$ cat config.mk
export PLATFORM = sky130hd
export DESIGN_NAME = vga_timing_analyzer
export DESIGN_NICKNAME = d
export VERILOG_FILES = /design/src/rtl/vga_timing_analyzer.sv
export SDC_FILE = /design/constraint.sdc
export NUM_CORES = 1
export LEC_CHECK = 0
export ABC_CLOCK_PERIOD_IN_PS = 2920
export CAP_MARGIN = 20
export CELL_PAD_IN_SITES_DETAIL_PLACEMENT = 1
export CELL_PAD_IN_SITES_GLOBAL_PLACEMENT = 2
export CORE_ASPECT_RATIO = 1.4
export CORE_UTILIZATION = 40
export CTS_BUF_LIST = sky130_fd_sc_hd__clkbuf_4 sky130_fd_sc_hd__clkbuf_8 sky130_fd_sc_hd__clkbuf_16
export CTS_CLUSTER_DIAMETER = 120
export DETAILED_ROUTE_END_ITERATION = 16
export PLACE_DENSITY = 0.91
export SLEW_MARGIN = 20
export SYNTH_ARGS = -nofsm -noshare
export SYNTH_HDL_FRONTEND = slang
export SYNTH_SLANG_ARGS = --single-unit
$ cat constraint.sdc
create_clock -name clk -period 2.92 [get_ports clk]
set_clock_uncertainty 0.1 [all_clocks]
set_input_delay 0.438 -clock clk [delete_from_list [all_inputs] [get_ports clk]]
set_output_delay 0.438 -clock clk [all_outputs]
set_load 0.03 [all_outputs]
$ cat src/rtl/vga_timing_analyzer.sv
// Measures hsync/vsync period and pulse width from already-synchronised sync inputs
// and publishes them through a small byte-wide register file.
module vga_timing_analyzer (
  input  logic       clk,
  input  logic       rst_n,
  input  logic [7:0] ui_in,
  output logic [7:0] uo_out,
  input  logic [3:0] address,
  input  logic       data_write,
  input  logic [7:0] data_in,
  output logic [7:0] data_out
);

  localparam logic [15:0] SAT = 16'hFFFF;

  logic        enable, h_invert, v_invert, freeze;
  logic        h_prev, v_prev;
  logic        h_seen, v_seen;
  logic [15:0] h_cnt, h_w, v_lines, v_w;
  logic [15:0] hperiod, hwidth, vperiod, vwidth;
  logic [7:0]  frame;
  logic        h_valid, v_valid, h_ovf, v_ovf;
  logic        h_asserted, v_asserted;
  logic        h_start, h_end, v_start, v_end;
  logic        ctrl_wr, clear;
  logic        unused_bits;

  function automatic logic [15:0] sat_inc(input logic [15:0] x);
    return (x == SAT) ? x : x + 16'd1;
  endfunction

  assign h_asserted  = ui_in[0] ^ h_invert;
  assign v_asserted  = ui_in[1] ^ v_invert;
  assign h_start     = h_asserted & ~h_prev;
  assign h_end       = ~h_asserted & h_prev;
  assign v_start     = v_asserted & ~v_prev;
  assign v_end       = ~v_asserted & v_prev;
  assign ctrl_wr     = data_write && (address == 4'h0);
  assign clear       = ctrl_wr && data_in[3];
  assign unused_bits = ^{ui_in[7:2], data_in[7:5]};

  // Control, edge history and the registered pin outputs; edge history runs even when disabled.
  always_ff @(posedge clk) begin
    if (!rst_n) begin
      enable   <= 1'b0;
      h_invert <= 1'b0;
      v_invert <= 1'b0;
      freeze   <= 1'b0;
      h_prev   <= 1'b0;
      v_prev   <= 1'b0;
      uo_out   <= 8'h00;
    end else begin
      h_prev <= h_asserted;
      v_prev <= v_asserted;
      uo_out <= {4'b0000, v_start & enable, h_start & enable, v_asserted, h_asserted};
      if (ctrl_wr) begin
        enable   <= data_in[0];
        h_invert <= data_in[1];
        v_invert <= data_in[2];
        freeze   <= data_in[4];
      end
    end
  end

  // Measurement counters and published results; a clear write overrides any update this cycle.
  always_ff @(posedge clk) begin
    if (!rst_n || clear) begin
      h_seen  <= 1'b0;
      v_seen  <= 1'b0;
      h_cnt   <= 16'd0;
      h_w     <= 16'd0;
      v_lines <= 16'd0;
      v_w     <= 16'd0;
      hperiod <= 16'd0;
      hwidth  <= 16'd0;
      vperiod <= 16'd0;
      vwidth  <= 16'd0;
      frame   <= 8'd0;
      h_valid <= 1'b0;
      v_valid <= 1'b0;
      h_ovf   <= 1'b0;
      v_ovf   <= 1'b0;
    end else if (!enable) begin
      h_seen  <= 1'b0;
      v_seen  <= 1'b0;
      h_cnt   <= 16'd0;
      h_w     <= 16'd0;
      v_lines <= 16'd0;
      v_w     <= 16'd0;
    end else begin
      if (h_start) begin
        if (h_seen && !freeze) begin
          hperiod <= h_cnt;
          h_valid <= 1'b1;
        end
        h_cnt  <= 16'd1;
        h_w    <= 16'd1;
        h_seen <= 1'b1;
      end else begin
        h_cnt <= sat_inc(h_cnt);
        if (h_asserted) h_w <= sat_inc(h_w);
      end
      if (h_end && h_seen && !freeze) hwidth <= h_w;
      if (h_cnt == SAT || h_w == SAT) h_ovf <= 1'b1;

      // A line edge coinciding with the frame edge belongs to the new frame.
      if (v_start) begin
        if (v_seen && !freeze) begin
          vperiod <= v_lines;
          v_valid <= 1'b1;
          frame   <= frame + 8'd1;
        end
        v_lines <= {15'd0, h_start};
        v_w     <= {15'd0, h_start};
        v_seen  <= 1'b1;
      end else if (h_start) begin
        v_lines <= sat_inc(v_lines);
        if (v_asserted) v_w <= sat_inc(v_w);
      end
      if (v_end && v_seen && !freeze) vwidth <= v_w;
      if (v_lines == SAT || v_w == SAT) v_ovf <= 1'b1;
    end
  end

  always_comb begin
    data_out = 8'h00;
    case (address)
      4'h0: data_out = {3'b000, freeze, 1'b0, v_invert, h_invert, enable};
      4'h1: data_out = {frame[3:0], v_ovf, h_ovf, v_valid, h_valid};
      4'h2: data_out = hperiod[7:0];
      4'h3: data_out = hperiod[15:8];
      4'h4: data_out = hwidth[7:0];
      4'h5: data_out = hwidth[15:8];
      4'h6: data_out = vperiod[7:0];
      4'h7: data_out = vperiod[15:8];
      4'h8: data_out = vwidth[7:0];
      4'h9: data_out = vwidth[15:8];
      4'hA: data_out = frame;
      default: data_out = 8'h00;
    endcase
  end

endmodule

* Word-level counts from Yosys, hierarchy flattened
Index checks and enable logic that the tools add are counted.
** Operators by class
- Add/sub/neg operators :: 5
- Equal/unequal tests :: 18
- Muxes and demuxes :: 13
- Bitwise operators :: 16
- Reductions and logical operators :: 32
** Operators by type and width (number)
- $pmux W8 S11 :: 1
- $add A16 B1 Y16 const B :: 4
- $eq A16 B16 Y1 const B :: 4
- $eq A4 B3 Y1 const B :: 4
- $reduce_and A2 Y1 :: 8
- $eq A4 B4 Y1 const B :: 3
- $mux W1 :: 12
- $reduce_and A3 Y1 :: 4
- $add A8 B1 Y8 const B :: 1
- $eq A4 B2 Y1 const B :: 2
- $logic_and A1 B1 Y1 :: 8
- $ne A2 B2 Y1 const B :: 4
- $not A1 Y1 :: 8
- $and A1 B1 Y1 :: 6
- $reduce_bool A2 Y1 :: 3
- $reduce_or A3 Y1 :: 2
- $eq A4 B1 Y1 const B :: 1
- $logic_not A4 Y1 :: 1
- $logic_or A1 B1 Y1 :: 3
- $logic_not A1 Y1 :: 2
- $reduce_or A2 Y1 :: 1
- $xor A1 B1 Y1 :: 2
** Storage, ports and cells
- Bits in registers :: 156
- Bits of input ports :: 23
- Output and inout bits :: 16
- Logic and storage cells :: 111

* Longest topological paths before layout
Gate-level depths: netlist of run 1.
- Word-level depth :: 6
- Mapped depth :: 7
- Mapped depth without buffers :: 5

* Worst setup path before layout of run 1
No wires, ideal clock.
- Path type :: input -> output
- From :: input address[2]
- To :: output data_out[0]
- Arrival time :: 1.847 ns
- Required time :: 2.382 ns
- Path slack :: 0.535 ns
- Stages :: 6
- Buffers on the path :: 2
- Cells stage by stage :: buf_2 buf_1 mux2i_1 o2bb2ai_1 a22oi_1 o221ai_1
** On the way
- Cells in the longest elaborated chain, start to end :: 2
- Elaborated cells on any way between the ends :: 12
- Those cells by class :: 10 x eq/ne; 1 x mux; 1 x reduce/logical
** Ends and longest elaborated chain
- start: declaration :: RTL line 8 : input logic [3:0] address,
- $eq A4 B4 Y1, or another cell as far along :: RTL line 127 : case (address)
- $pmux W8 S11 (*) :: RTL line 127
- end: declaration :: RTL line 11 : output logic [7:0] data_out
Every way passes the cells marked *; elsewhere a longest branch is shown, timed or not.

* Worst setup path in the final report of run 1
- From :: input address[0]
- To :: output data_out[5]
Same word-level chain as after synthesis.

==> results of run 1 <==
[layer usage]
layer,GRT usage [%],share of wire [%],vias up
li1,-,-,3303
met1,29.3,42,3468
met2,47.3,52,123
met3,4.16,3.2,41
met4,10.7,3.0,0
met5,0,0,-
[through the flow]
stage	cells	util, %	TNS (ns)
4_1_cts	1156	49.2	0
2_1_floorplan	861	-	0
6_report	1156	49.3	0
3_5_place_dp	1124	45.8	-0.0688
3_3_place_gp	1123	45.7	-0.0881
5_1_grt	1156	49.3	0
[report_power, final]
| part | internal, mW | switching (mW) |
|---|---|---|
| combinational | 0.0908 | 0.149 |
| sequential | 2.05 | 0.00461 |
| clock | 1.41 | 0.876 |
| total | 3.55 | 1.03 |
[flip-flops by register name (all words and copies together), names as in the netlist, 4 cells and up]
register / flops
h_cnt: 16
h_w: 16
hperiod: 16
hwidth: 16
v_lines: 16
v_w: 16
vperiod: 16
vwidth: 16
frame: 8
uo_out: 4
[critical path, cell delays in order]
cell and delay [ns]:
clkdlybuf4s50_1 0.54, buf_6 0.19, buf_8 0.16, mux4_2 0.51, a21oi_2 0.16, o22ai_2 0.12
buf_12 0.16
[Yosys cell counts (3+ instances only)]
library cell    n
nor3_1         16
nand3b_1       17
or4_1          27
nor2_1         70
a221oi_1        5
mux2i_1        77
and3_1          6
a21oi_1        68
nand4_1        17
buf_2          14
xnor2_1         5
o221ai_1        3
nor3b_1         3
o2111ai_1       3
inv_1          16
a22oi_1         6
o21ai_0        23
nor4_1         12
ha_1            5
and4_1         10
a32oi_1         6
nor3_2          3
dfxtp_1       150
buf_4           8
nor2b_1        11
clkbuf_1       23
o211ai_1        3
o41ai_1         3
mux2_2          8
nand4b_1        3
buf_1           9
nand2_1        75
nand3_1        53
a211oi_1        9
and2_1          7
o31ai_1        27
a31oi_1         7
or3_1          10
[cells by family after synthesis]
logic type | after synthesis | synth area share, %
other cells | 1 | 0.0502
simple gates | 350 | 25.1
xor+xnor | 7 | 1.02
fa+ha+maj | 5 | 0.838
flops | 150 | 40.2
compound gates | 188 | 16.5
buf+inv | 70 | 4.16
mux | 87 | 12.1
[final cells by class]
class | count | area (sq um) | area share (%)
Multi-Input combinational cell | 641 | 4210 | 47.1
Clock inverter | 7 | 91.3 | 1.02
Inverter | 16 | 60.1 | 0.671
Clock buffer | 25 | 523 | 5.84
Tap cell | 240 | 300 | 3.36
Sequential cell | 150 | 3000 | 33.6
Timing Repair Buffer | 77 | 761 | 8.50
[worst max-delay path by stage]
| stage | from | end | slack [ns] | depth (start not counted) |
|---|---|---|---|---|
| floorplan | address[2] | data_out[0] | 0.54 | 6 |
| detailed placement | address[2] | data_out[3] | -0.04 | 6 |
| global placement | address[2] | data_out[3] | -0.05 | 6 |
| CTS | address[2] | data_out[7] | 0.008 | 6 |
| finish | address[0] | data_out[5] | 0.08 | 7 |
| global route | address[3] | data_out[1] | 0.01 | 8 |
[what timing repair did]
action,CTS,global route
gates resized for setup,5,6
setup endpoints to repair,6,5
endpoints found under the hold margin,0,0
hold buffers,0,0
==> qor.txt, run 1 <==
1st-iter DRT viols = 387
clk sinks = 150
total CTS buffers = 17
leading area contributor after synthesis = dfxtp_1
crit path max fanout = 14
Max-cap violations = 0
CTS tree = done
Peak Freq = 0.352 GHz
vias per cell = 6.00
clk slew on worst S/H paths = 0.06 ns
RSZ-0062 raised after global routing = false
pin count of the biggest net entering global routing = 45
ANT cells = 0
Worst R2R Start = v_lines[1]$_SDFFE_PP0P_
via count = 6935
commonest non-fill, non-tap cell in the layout = dfxtp_1
Critical Path Sink Type = output pin
Core ar. = 18100 sq um
initial antenna violation count = 0
main area contributors after synthesis = dfxtp_1 40%, mux2i_1 10%, a21oi_1 4.6%, nand2_1 3.8%, nand3_1 3.6%
DP Area = 8300 sq um
Gate Count Post-Synth = 858
Most used DFF post-synth = dfxtp_1
Post-Syn Area = 7470 sq um
total power = 4.58 mW
IO Count = 39
Total Wirelength = 24100 um
H-tree Lvls = 4
most frequent cells in the layout = 150 x dfxtp_1, 77 x mux2i_1, 75 x nand2_1
Chip Height = 164 um
Die Area = 19200 sq um
Yosys top cell area share = 40.2%
CTS max path bufs = 2
WL/cell = 20.8 um
hpwl dp = 17600 um
Post-Place Worst Slack = -0.0426 ns
Hold Path Class = register to register
PortBufs = 25
overall routing resource usage = 25.7%
slew of the pin with the lowest slew margin = 0.860 ns
critical path arrival = 2.30 ns
Final WS setup = 0.0808 ns
first-pass GRT wire length = 37900 um
min Tclk post-route = 2.84 ns
ys async rst share = 0%
max_slew headroom = 42.2%
site row count = 58
Worst R2R Path Depth = 6
clock latency on the worst-skew pair = 0.44 ns
number of enable-type register cells in the synthesized netlist = 0
Die Wd = 117 um
# DRC = 0
worst vdd ir = 0.380 mV
Hold EP = v_valid$_SDFFE_PP0P_
vias in the first global route = 6879
Avg Cell Area, Syn = 8.70 sq um
synth warn = 0
hold wc startpoint = v_valid$_SDFFE_PP0P_
Initial Util = 41.2%
Synth-to-Final Area Change = 19.9%
fillcell total = 2116
GP Congestion = 0.913
Seq/Total Area, Yosys = 40.2%
pins over their slew limit = 0
P_leak = 2.81 nW
share of cells above drive strength 1 = 13.1%
Yosys cell types = 67
number of setup violations in the final report = 0
Final Hold Vio Count = 0
setup repair bufs after CTS = 0
Root Driver = clkbuf_16
layout net count = 931
Worst R2R End = v_lines[9]$_SDFFE_PP0P_
antenna viol nets, final = 0
fin crit share = 97.2%
DRT Pass-1 Iters = 5
CP required = 2.38 ns
status = completed
crit path launch type = input port
Yosys reg bits = 150
CP Class = input port to output pin
worst hold slack = 0.370 ns
reg-to-reg slack, setup = 0.61 ns
design area = 8950 sq um
Pwr per Cell Area = 512 nW/um^2
worst hold path depth = 2
grt ovf = 0
No activity file was read; power rests on OpenSTA's default activity.
==> run 2: changes to the inputs <==
--- a/config.mk
+++ b/config.mk
@@ -5,16 +5,15 @@
 export SDC_FILE = /design/constraint.sdc
 export NUM_CORES = 1
 export LEC_CHECK = 0
-export ABC_CLOCK_PERIOD_IN_PS = 2920
+export ABC_CLOCK_PERIOD_IN_PS = 2600
 export CAP_MARGIN = 20
 export CELL_PAD_IN_SITES_DETAIL_PLACEMENT = 1
 export CELL_PAD_IN_SITES_GLOBAL_PLACEMENT = 2
-export CORE_ASPECT_RATIO = 1.4
-export CORE_UTILIZATION = 40
+export CORE_UTILIZATION = 34
 export CTS_BUF_LIST = sky130_fd_sc_hd__clkbuf_4 sky130_fd_sc_hd__clkbuf_8 sky130_fd_sc_hd__clkbuf_16
 export CTS_CLUSTER_DIAMETER = 120
 export DETAILED_ROUTE_END_ITERATION = 16
-export PLACE_DENSITY = 0.91
+export PLACE_DENSITY = 0.83
 export SLEW_MARGIN = 20
 export SYNTH_ARGS = -nofsm -noshare
 export SYNTH_HDL_FRONTEND = slang
==> constraint.sdc (replaced) <==
create_clock -name clk -period 2.6 [get_ports clk]
set_clock_uncertainty 0.1 [all_clocks]
set_input_delay 0.39 -clock clk [delete_from_list [all_inputs] [get_ports clk]]
set_output_delay 0.39 -clock clk [all_outputs]
set_load 0.03 [all_outputs]
==> qor.txt, run 2 (synthesis gave the netlist of run 1 again) <==
max_slew headroom = 48.0%
slew of the pin with the lowest slew margin = 0.773 ns
initial antenna violation count = 0
DRT Pass-1 Iters = 4
worst vdd ir = 0.429 mV
Worst path slowest cell = a211o_1
Hold Path Class = register to register
min Tclk post-route = 2.57 ns
pins over their slew limit = 0
grt ovf = 0
fin crit share = 98.7%
most frequent cells in the layout = 150 x dfxtp_1, 77 x mux2i_1, 75 x nand2_1
Worst R2R End = h_w[15]$_SDFFE_PP0P_
hpwl dp = 17200 um
PortBufs = 25
multi-input logic area = 4260 sq um
worst hold slack = 0.363 ns
GP Congestion = 0.900
Synth-to-Final Area Change = 23.0%
DP Cell Count = 1168
overall routing resource usage = 21.7%
cts hold-fix bufs = 0
total power = 5.23 mW
commonest non-fill, non-tap cell in the layout = dfxtp_1
crit path max fanout = 7
largest stage delay on the critical path = 0.32 ns
H-tree Lvls = 4
Initial Util = 35.1%
# DRC = 0
most frequent CP cell = buf_4
Final Hold Vio Count = 0
Post-Place Worst Slack = -0.363 ns
Critical Path, Cell by Cell = clkdlybuf4s15_2 > buf_4 > nor2b_1 > buf_4 > a22oi_1 > a211o_1 > o211ai_1 > bufbuf_16
Die Wd = 150 um
Root Driver = clkbuf_16
vias in the first global route = 6588
Core ar. = 21300 sq um
Pwr per Cell Area = 570 nW/um^2
clk slew on worst S/H paths = 0.06 ns
TNS Setup = 0 ns
critical path arrival = 2.08 ns
share of cells above drive strength 1 = 14.9%
worst hold path depth = 2
Critical Path Sink Type = output pin
Total Wirelength = 23900 um
Worst R2R Start = h_invert$_SDFFE_PN0N_
site row count = 53
Peak Freq = 0.390 GHz
pin count of the biggest net entering global routing = 39
RSZ-0062 raised after global routing = false
via count = 6961
DP Area = 8430 sq um
CP required = 2.11 ns
Chip Height = 150 um
number of setup violations in the final report = 0
Post-Layout Cell Count = 1202
clock latency on the worst-skew pair = 0.43 ns
layout net count = 942
Reg area = 3000 sq um
design area = 9180 sq um
vias per cell = 5.79
Max-cap violations = 0
IO Count = 39
CTS tree = done
clk sinks = 150
Final WS setup = 0.0329 ns
fillcell total = 2438
P_leak = 2.91 nW
reg-to-reg slack, setup = 0.43 ns
Worst R2R Path Depth = 5
ANT cells = 0
CP Class = input port to output pin
1st-iter DRT viols = 366
first-pass GRT wire length = 37100 um
CTS max path bufs = 2
Die Area = 22600 sq um
hold wc startpoint = vperiod[0]$_SDFFE_PP0P_
final core occ = 43.1%
antenna viol nets, final = 0
Hold EP = vperiod[0]$_SDFFE_PP0P_
crit path launch type = input port
status = completed
WL/cell = 19.8 um
total CTS buffers = 17
-- run 2: cell types whose count changed in the layout (fill, tap and decap cells not counted), moves of 2 or more --
| cell | change |
|---|---|
| clkdlybuf4s50_1 | -3 |
| buf_6 | +2 |
| nor2b_1 | -2 |
| dlygate4sd2_1 | +2 |
| bufbuf_16 | +2 |
| a32oi_1 | -3 |
| nor2b_2 | +2 |
| buf_4 | +8 |
| a32oi_2 | +3 |
-- run 2: power breakdown --
| part | switching, mW | internal, mW | leakage [nW] | total [mW] |
|---|---|---|---|---|
| registers | 0.00715 | 2.30 | 1.21 | 2.31 |
| clock network | 0.977 | 1.65 | 0.317 | 2.63 |
| logic | 0.175 | 0.118 | 1.39 | 0.293 |
| total | 1.16 | 4.07 | 2.91 | 5.23 |
-- run 2: worst max-delay path by stage --
stage	from	end
after floorplan	address[2]	data_out[0]
after global placement	address[2]	data_out[3]
after detailed placement	address[2]	data_out[3]
after CTS	address[1]	data_out[1]
after global routing	address[1]	data_out[4]
final	address[2]	data_out[1]
-- run 2: repair_timing --
| item | 4_1_cts | 5_1_grt |
|---|---|---|
| gates resized for setup | 19 | 5 |
| setup buffers | 1 | 0 |
| hold endpoints to repair | 0 | 0 |
| setup endpoints to repair | 8 | 4 |
| cloned | 1 | 0 |
| pin swaps | 2 | 0 |
-- run 2: worst max-delay path, delay by kind of cell --
family | cells | cell delay (ns)
buffers and inverters | 4 | 0.96
AOI/OAI and AO/OA | 3 | 0.56
and+or+nand+nor | 1 | 0.15
-- run 2: area by class of cell --
type,count,area share [%]
Tap cell,275,3.75
Clock inverter,8,1.29
Timing Repair Buffer,88,9.69
Multi-Input combinational cell,641,46.4
Inverter,16,0.654
Clock buffer,24,5.55
Sequential cell,150,32.7
-- run 2: per-layer routing --
layer | global-route usage [%] | part of all wire [%] | wire [um] | vias up
met1 | 30.8 | 48 | 11500 | 3438
li1 | - | - | - | 3346
met5 | 0 | 0 | 0 | -
met2 | 33.4 | 45 | 10800 | 143
met4 | 7.63 | 2.1 | 509 | 0
met3 | 3.00 | 4.6 | 1110 | 34
